File: config.mk
export PLATFORM = sky130hd
export DESIGN_NAME = sr_register_bank
export DESIGN_NICKNAME = d
export VERILOG_FILES = /design/src/rtl/sr_bank_pkg.sv /design/src/rtl/sr_cell.sv /design/src/rtl/sr_register_bank.sv
export SDC_FILE = /design/constraint.sdc
export NUM_CORES = 1
export LEC_CHECK = 0
export ABC_AREA = 1
export ABC_CLOCK_PERIOD_IN_PS = 1500
export CORE_ASPECT_RATIO = 0.7
export CORE_MARGIN = 2
export CORE_UTILIZATION = 40
export CTS_CLUSTER_DIAMETER = 40
export DETAILED_ROUTE_END_ITERATION = 8
export HOLD_SLACK_MARGIN = 0.03
export PLACE_DENSITY = 0.94
export REMOVE_ABC_BUFFERS = 1
export SYNTH_ARGS = -nofsm -noshare
export SYNTH_HDL_FRONTEND = slang
export SYNTH_SLANG_ARGS = --single-unit
export TNS_END_PERCENT = 30
File: constraint.sdc
create_clock -name clk -period 1.5 [get_ports clk]
set_input_delay 0.375 -clock clk [delete_from_list [all_inputs] [get_ports clk]]
set_output_delay 0.375 -clock clk [all_outputs]
set_load 0.01 [all_outputs]
File: src/rtl/sr_bank_pkg.sv
// Shared constants and helpers for the SR register bank: S=R=1 resolution modes
// and the saturating conflict-counter increment.
package sr_bank_pkg;

   localparam int SR_RST_DOM = 0;
   localparam int SR_SET_DOM = 1;
   localparam int SR_TOGGLE  = 2;
   localparam int SR_HOLD    = 3;

   // Next Q for a channel that sees S=R=1, given the configured resolution mode.
   function automatic logic sr_resolve(input int mode, input logic q_cur);
      case (mode)
         SR_RST_DOM: return 1'b0;
         SR_SET_DOM: return 1'b1;
         SR_TOGGLE:  return ~q_cur;
         default:    return q_cur;
      endcase
   endfunction

   function automatic logic [15:0] conflict_sat_inc(input logic [15:0] cnt,
                                                    input logic [15:0] max_val);
      if (cnt >= max_val) return max_val;
      return cnt + 16'd1;
   endfunction

endpackage

File: src/rtl/sr_cell.sv
// One SR channel: registered state, 0->1 edge pulse and sticky conflict flag.
module sr_cell
   import sr_bank_pkg::*;
#(
   parameter int MODE = SR_RST_DOM
) (
   input  logic clk,
   input  logic clear,
   input  logic en,
   input  logic s,
   input  logic r,
   input  logic ack,
   output logic q,
   output logic q_rise,
   output logic conflict
);

   logic q_d, q_q;
   logic rise_d, rise_q;
   logic cf_d, cf_q;
   logic hit;

   assign hit = en & s & r;

   always_comb begin
      q_d = q_q;
      if (en) begin
         case ({s, r})
            2'b10:   q_d = 1'b1;
            2'b01:   q_d = 1'b0;
            2'b11:   q_d = sr_resolve(MODE, q_q);
            default: q_d = q_q;
         endcase
      end
      rise_d = q_d & ~q_q;
      // A new conflict outranks an acknowledge on the same edge.
      cf_d = hit | (cf_q & ~ack);
   end

   always_ff @(posedge clk or posedge clear) begin
      if (clear) begin
         q_q    <= 1'b0;
         rise_q <= 1'b0;
         cf_q   <= 1'b0;
      end else begin
         q_q    <= q_d;
         rise_q <= rise_d;
         cf_q   <= cf_d;
      end
   end

   assign q        = q_q;
   assign q_rise   = rise_q;
   assign conflict = cf_q;

endmodule

File: src/rtl/sr_register_bank.sv
// Bank of N independent SR channels with a shared saturating conflict counter.
// Counter is built only when SR_BANK_CONFLICT_CNT_EN is defined; otherwise it reads 0.
module sr_register_bank
   import sr_bank_pkg::*;
#(
   parameter int N    = 8,
   parameter int MODE = SR_RST_DOM,
   parameter int CW   = 8
) (
   input  logic          clk,
   input  logic          clear,
   input  logic [N-1:0]  En,
   input  logic [N-1:0]  S,
   input  logic [N-1:0]  R,
   input  logic [N-1:0]  conflict_ack,
   output logic [N-1:0]  Q,
   output logic [N-1:0]  Qbar,
   output logic [N-1:0]  q_rise,
   output logic [N-1:0]  conflict,
   output logic [CW-1:0] conflict_count
);

   for (genvar i = 0; i < N; i++) begin : g_cell
      sr_cell #(.MODE(MODE)) u_cell (
         .clk      (clk),
         .clear    (clear),
         .en       (En[i]),
         .s        (S[i]),
         .r        (R[i]),
         .ack      (conflict_ack[i]),
         .q        (Q[i]),
         .q_rise   (q_rise[i]),
         .conflict (conflict[i])
      );
   end

   assign Qbar = ~Q;

`ifdef SR_BANK_CONFLICT_CNT_EN
   localparam logic [15:0] CNT_MAX = 16'((32'd1 << CW) - 32'd1);

   logic [CW-1:0] cnt_d, cnt_q;
   logic [15:0]   cnt_next;

   // One increment per edge with any conflicting channel, not one per channel.
   always_comb begin
      cnt_next = conflict_sat_inc(16'(cnt_q), CNT_MAX);
      cnt_d    = cnt_q;
      if (|(En & S & R)) cnt_d = cnt_next[CW-1:0];
   end

   always_ff @(posedge clk or posedge clear) begin
      if (clear) cnt_q <= '0;
      else       cnt_q <= cnt_d;
   end

   assign conflict_count = cnt_q;
`else
   assign conflict_count = '0;
`endif

endmodule

==> metrics.txt <==
# TYPE chip_impl_metric gauge
chip_impl_info{name="status",value="completed"} 1
chip_impl_metric{name="peakVddDrop",unit="V"} 0.0004706
chip_impl_metric{name="area_growth",unit="%"} 42.22
chip_impl_info{name="rsz0062_at_grt",value="no"} 1
chip_impl_metric{name="core",unit="µm²"} 2863
chip_impl_metric{name="max-cap-violations",unit=""} 0
chip_impl_metric{name="grt.total_usage",unit=""} 0.1589
chip_impl_metric{name="fin_nets",unit=""} 235
chip_impl_metric{name="die_h",unit="µm"} 50.56
chip_impl_metric{name="first_global_vias",unit=""} 1039
chip_impl_metric{name="cp_data_required_time",unit="ns"} 1.12
chip_impl_metric{name="post-dp-hpwl",unit="µm"} 2087
chip_impl_metric{name="sequential_area_share_after_synthesis",unit=""} 0.4848
chip_impl_metric{name="drt.antenna.violating_nets",unit=""} 0
chip_impl_metric{name="post-route-period-util",unit=""} 0.9132
chip_impl_metric{name="leakage",unit="nW"} 1.101
chip_impl_metric{name="die_footprint",unit="µm²"} 3565
chip_impl_metric{name="detailedRoute.firstPassIterationCount",unit=""} 4
chip_impl_metric{name="postSynthAreaPerCell",unit="µm²"} 8.043
chip_impl_metric{name="port_buffers",unit=""} 65
chip_impl_metric{name="finClkSkew",unit="ns"} 0.0007398
chip_impl_info{name="cp-start-kind",value="flop"} 1
chip_impl_metric{name="post-synth-top-area-fraction",unit=""} 0.4848
chip_impl_info{name="worst_path_max_delay_cell",value="sky130_fd_sc_hd__dfrtp_1"} 1
chip_impl_info{name="hold_class",value="in2async"} 1
chip_impl_metric{name="n_antenna_cell",unit=""} 0
chip_impl_info{name="cts_tree",value="yes"} 1
chip_impl_metric{name="initialDrtViolationCount",unit=""} 25
chip_impl_metric{name="pin_count",unit=""} 74
chip_impl_metric{name="critical_path_peak_fanout",unit=""} 3
chip_impl_metric{name="min_period",unit="ns"} 1.370
chip_impl_metric{name="cts_setup_buffers",unit=""} 0
chip_impl_info{name="synthTopCellsByArea",value="sky130_fd_sc_hd__dfrtp_1, sky130_fd_sc_hd__buf_4, sky130_fd_sc_hd__inv_1"} 1
chip_impl_metric{name="drc",unit=""} 0
chip_impl_info{name="ordered_list_of_cells_on_the_worst_path",value="inv_2, dlygate4sd2_1"} 1
chip_impl_metric{name="rows",unit=""} 16
chip_impl_metric{name="worstSkewPairLatency",unit="ns"} 0.26
chip_impl_metric{name="die_w",unit="µm"} 70.51
chip_impl_metric{name="cts.sink_count",unit=""} 24
chip_impl_metric{name="setup_viol",unit=""} 0
chip_impl_info{name="synth_top_area_cell",value="sky130_fd_sc_hd__dfrtp_1"} 1
chip_impl_metric{name="routed-via-count",unit=""} 971
chip_impl_metric{name="critical-path-max-stage-delay",unit="ns"} 0.39
chip_impl_metric{name="cts_stage_hold_buffer_count",unit=""} 0
chip_impl_metric{name="antenna_found_initial",unit=""} 0
chip_impl_metric{name="detail_route.vias_per_cell",unit=""} 4.114
chip_impl_metric{name="cts_inserted_buffers",unit=""} 3
chip_impl_metric{name="grt_first_pass_wirelength",unit="µm"} 4429
chip_impl_info{name="timing.critical_path.to_type",value="output pin"} 1
chip_impl_metric{name="cts.repair.resized",unit=""} 29
chip_impl_metric{name="critical_path_buf_inv_count",unit=""} 2
chip_impl_metric{name="timing_hold_violations_final",unit=""} 0
chip_impl_metric{name="htreeDepth",unit=""} 1
chip_impl_metric{name="routed_wire_length_per_instance",unit="µm"} 10.38
chip_impl_metric{name="gpl.final_weighted_congestion",unit=""} 0.6796
chip_impl_metric{name="initial_utilization",unit=""} 0.4327
chip_impl_metric{name="pwr_density_cell",unit="nW/µm²"} 862.5
chip_impl_metric{name="post_synth_cell_types",unit=""} 8
chip_impl_metric{name="clk_path_buf_depth",unit=""} 2
chip_impl_metric{name="grt_max_degree",unit=""} 15
chip_impl_info{name="timing_worst_setup_path_type",value="reg2out"} 1
chip_impl_metric{name="ys_warn_count",unit=""} 0
chip_impl_info{name="worst_path_dominant_cell_family",value="flip-flops"} 1
chip_impl_metric{name="timing.fmax",unit="MHz"} 730.0
chip_impl_info{name="clock_tree.root_cell",value="sky130_fd_sc_hd__clkbuf_8"} 1
chip_impl_metric{name="routed_wirelength",unit="µm"} 2449
chip_impl_metric{name="clock_slew_at_reported_path_ffs",unit="ns"} 0.08
chip_impl_metric{name="grt_overflow_total",unit=""} 0
chip_impl_metric{name="post_route_cells_drive_above_1_share",unit=""} 0.07000
chip_impl_metric{name="slew_viol_final",unit=""} 0
chip_impl_metric{name="fin_hold_ws",unit="ns"} 0.4086
chip_impl_metric{name="yosys_register_bits",unit=""} 24
chip_impl_metric{name="syn_area",unit="µm²"} 1239
chip_impl_metric{name="cells_after_synth",unit=""} 154
chip_impl_metric{name="final.setup.tns",unit="ns"} 0
chip_impl_metric{name="worstPathArrival",unit="ns"} 0.99
==> final cells by class <==
type	instances	area, µm²
clock buffer	4	55.05
fill	256	1101
sequential	24	600.6
inverter	41	153.9
multi-input combinational	64	270.3
timing repair buffer	67	636.9
tap	36	45.04
==> synthesized netlist by cell type <==
| cell | number |
|---|---|
| sky130_fd_sc_hd__inv_1 | 33 |
| sky130_fd_sc_hd__buf_4 | 32 |
| sky130_fd_sc_hd__nand2_1 | 32 |
| sky130_fd_sc_hd__dfrtp_1 | 24 |
| sky130_fd_sc_hd__nand3_1 | 16 |
| sky130_fd_sc_hd__inv_2 | 8 |
| sky130_fd_sc_hd__o21ai_1 | 8 |
| sky130_fd_sc_hd__conb_1 | 1 |
==> layout by cell type, fill, tap and decap left out, drive strengths merged <==
cell type and n:
dlygate4sd2 29, buf 2, dfrtp 24, conb 8, clkdlybuf4s50 33, inv 41
dlymetal6s2s 3, nand3 16, nand2 32, o21ai 8, clkbuf 4
==> registers in the layout, indices dropped and copies added, names as in the netlist <==
name,flops
g_cell.u_cell.conflict,8
g_cell.u_cell.q_rise,8
g_cell.u_cell.q,8
==> metal layers <==
| layer | track usage | up-vias | part of all wire |
|---|---|---|---|
| li1 | - | 501 | - |
| met1 | 0.1688 | 432 | 0.41 |
| met2 | 0.3003 | 38 | 0.49 |
| met3 | 0.06426 | 0 | 0.098 |
| met4 | 0.02885 | 0 | 0 |
| met5 | 0 | - | 0 |
==> where the power goes <==
part	switching [W]	internal, W
combinational	0.000179	0.000191
clock	0.000192	0.000234
sequential	0.0000245	0.000699
total	0.000396	0.00112
==> cell families (layout without fill, tap and decap cells) <==
| group | Yosys count | after routing | share of synthesized area |
|---|---|---|---|
| AOI/OAI and AO/OA | 8 | 8 | 0.03232 |
| DFF | 24 | 24 | 0.4849 |
| other | 1 | 8 | 0.003027 |
| buffers and inverters | 73 | 112 | 0.3182 |
| and+or+nand+nor | 48 | 48 | 0.1616 |
==> through the flow <==
stage | area [µm²] | utilization | power (W) | std cells | setup WS (ns)
after global routing | 1762 | 0.6154 | 0.001623 | 236 | 0.07943
final | 1762 | 0.6154 | 0.001519 | 236 | 0.1302
after CTS | 1754 | 0.6128 | 0.001548 | 236 | 0.0001296
after floorplan | 1025 | - | 0.0008865 | 129 | 0.6328
after global placement | 1735 | 0.6062 | 0.001153 | 232 | 0.1634
after detailed placement | 1735 | 0.6062 | 0.001168 | 232 | 0.1414
==> worst register-to-register path: cells and delay by family (launching register included) <==
kind | cells | cell delay (ns)
AND/OR/NAND/NOR | 2 | 0.13
flip-flops | 1 | 0.39
buffers and inverters | 2 | 0.13
==> final timing paths <==
path	endpoint	slack (ns)	cells past startpoint	from
worst max-delay path	Qbar[5]	0.13	2	g_cell[5].u_cell.q
min in group clk	g_cell[4].u_cell.conflict	0.52	2	g_cell[4].u_cell.conflict
worst max register to register	g_cell[5].u_cell.q	0.76	4	g_cell[5].u_cell.q
worst min register to register	g_cell[4].u_cell.conflict	0.52	2	g_cell[4].u_cell.conflict
max in group asynchronous	g_cell[7].u_cell.q_rise	0.91	3	clear
worst min-delay path	g_cell[0].u_cell.q	0.41	3	clear
(Power assumes the default switching activity.)
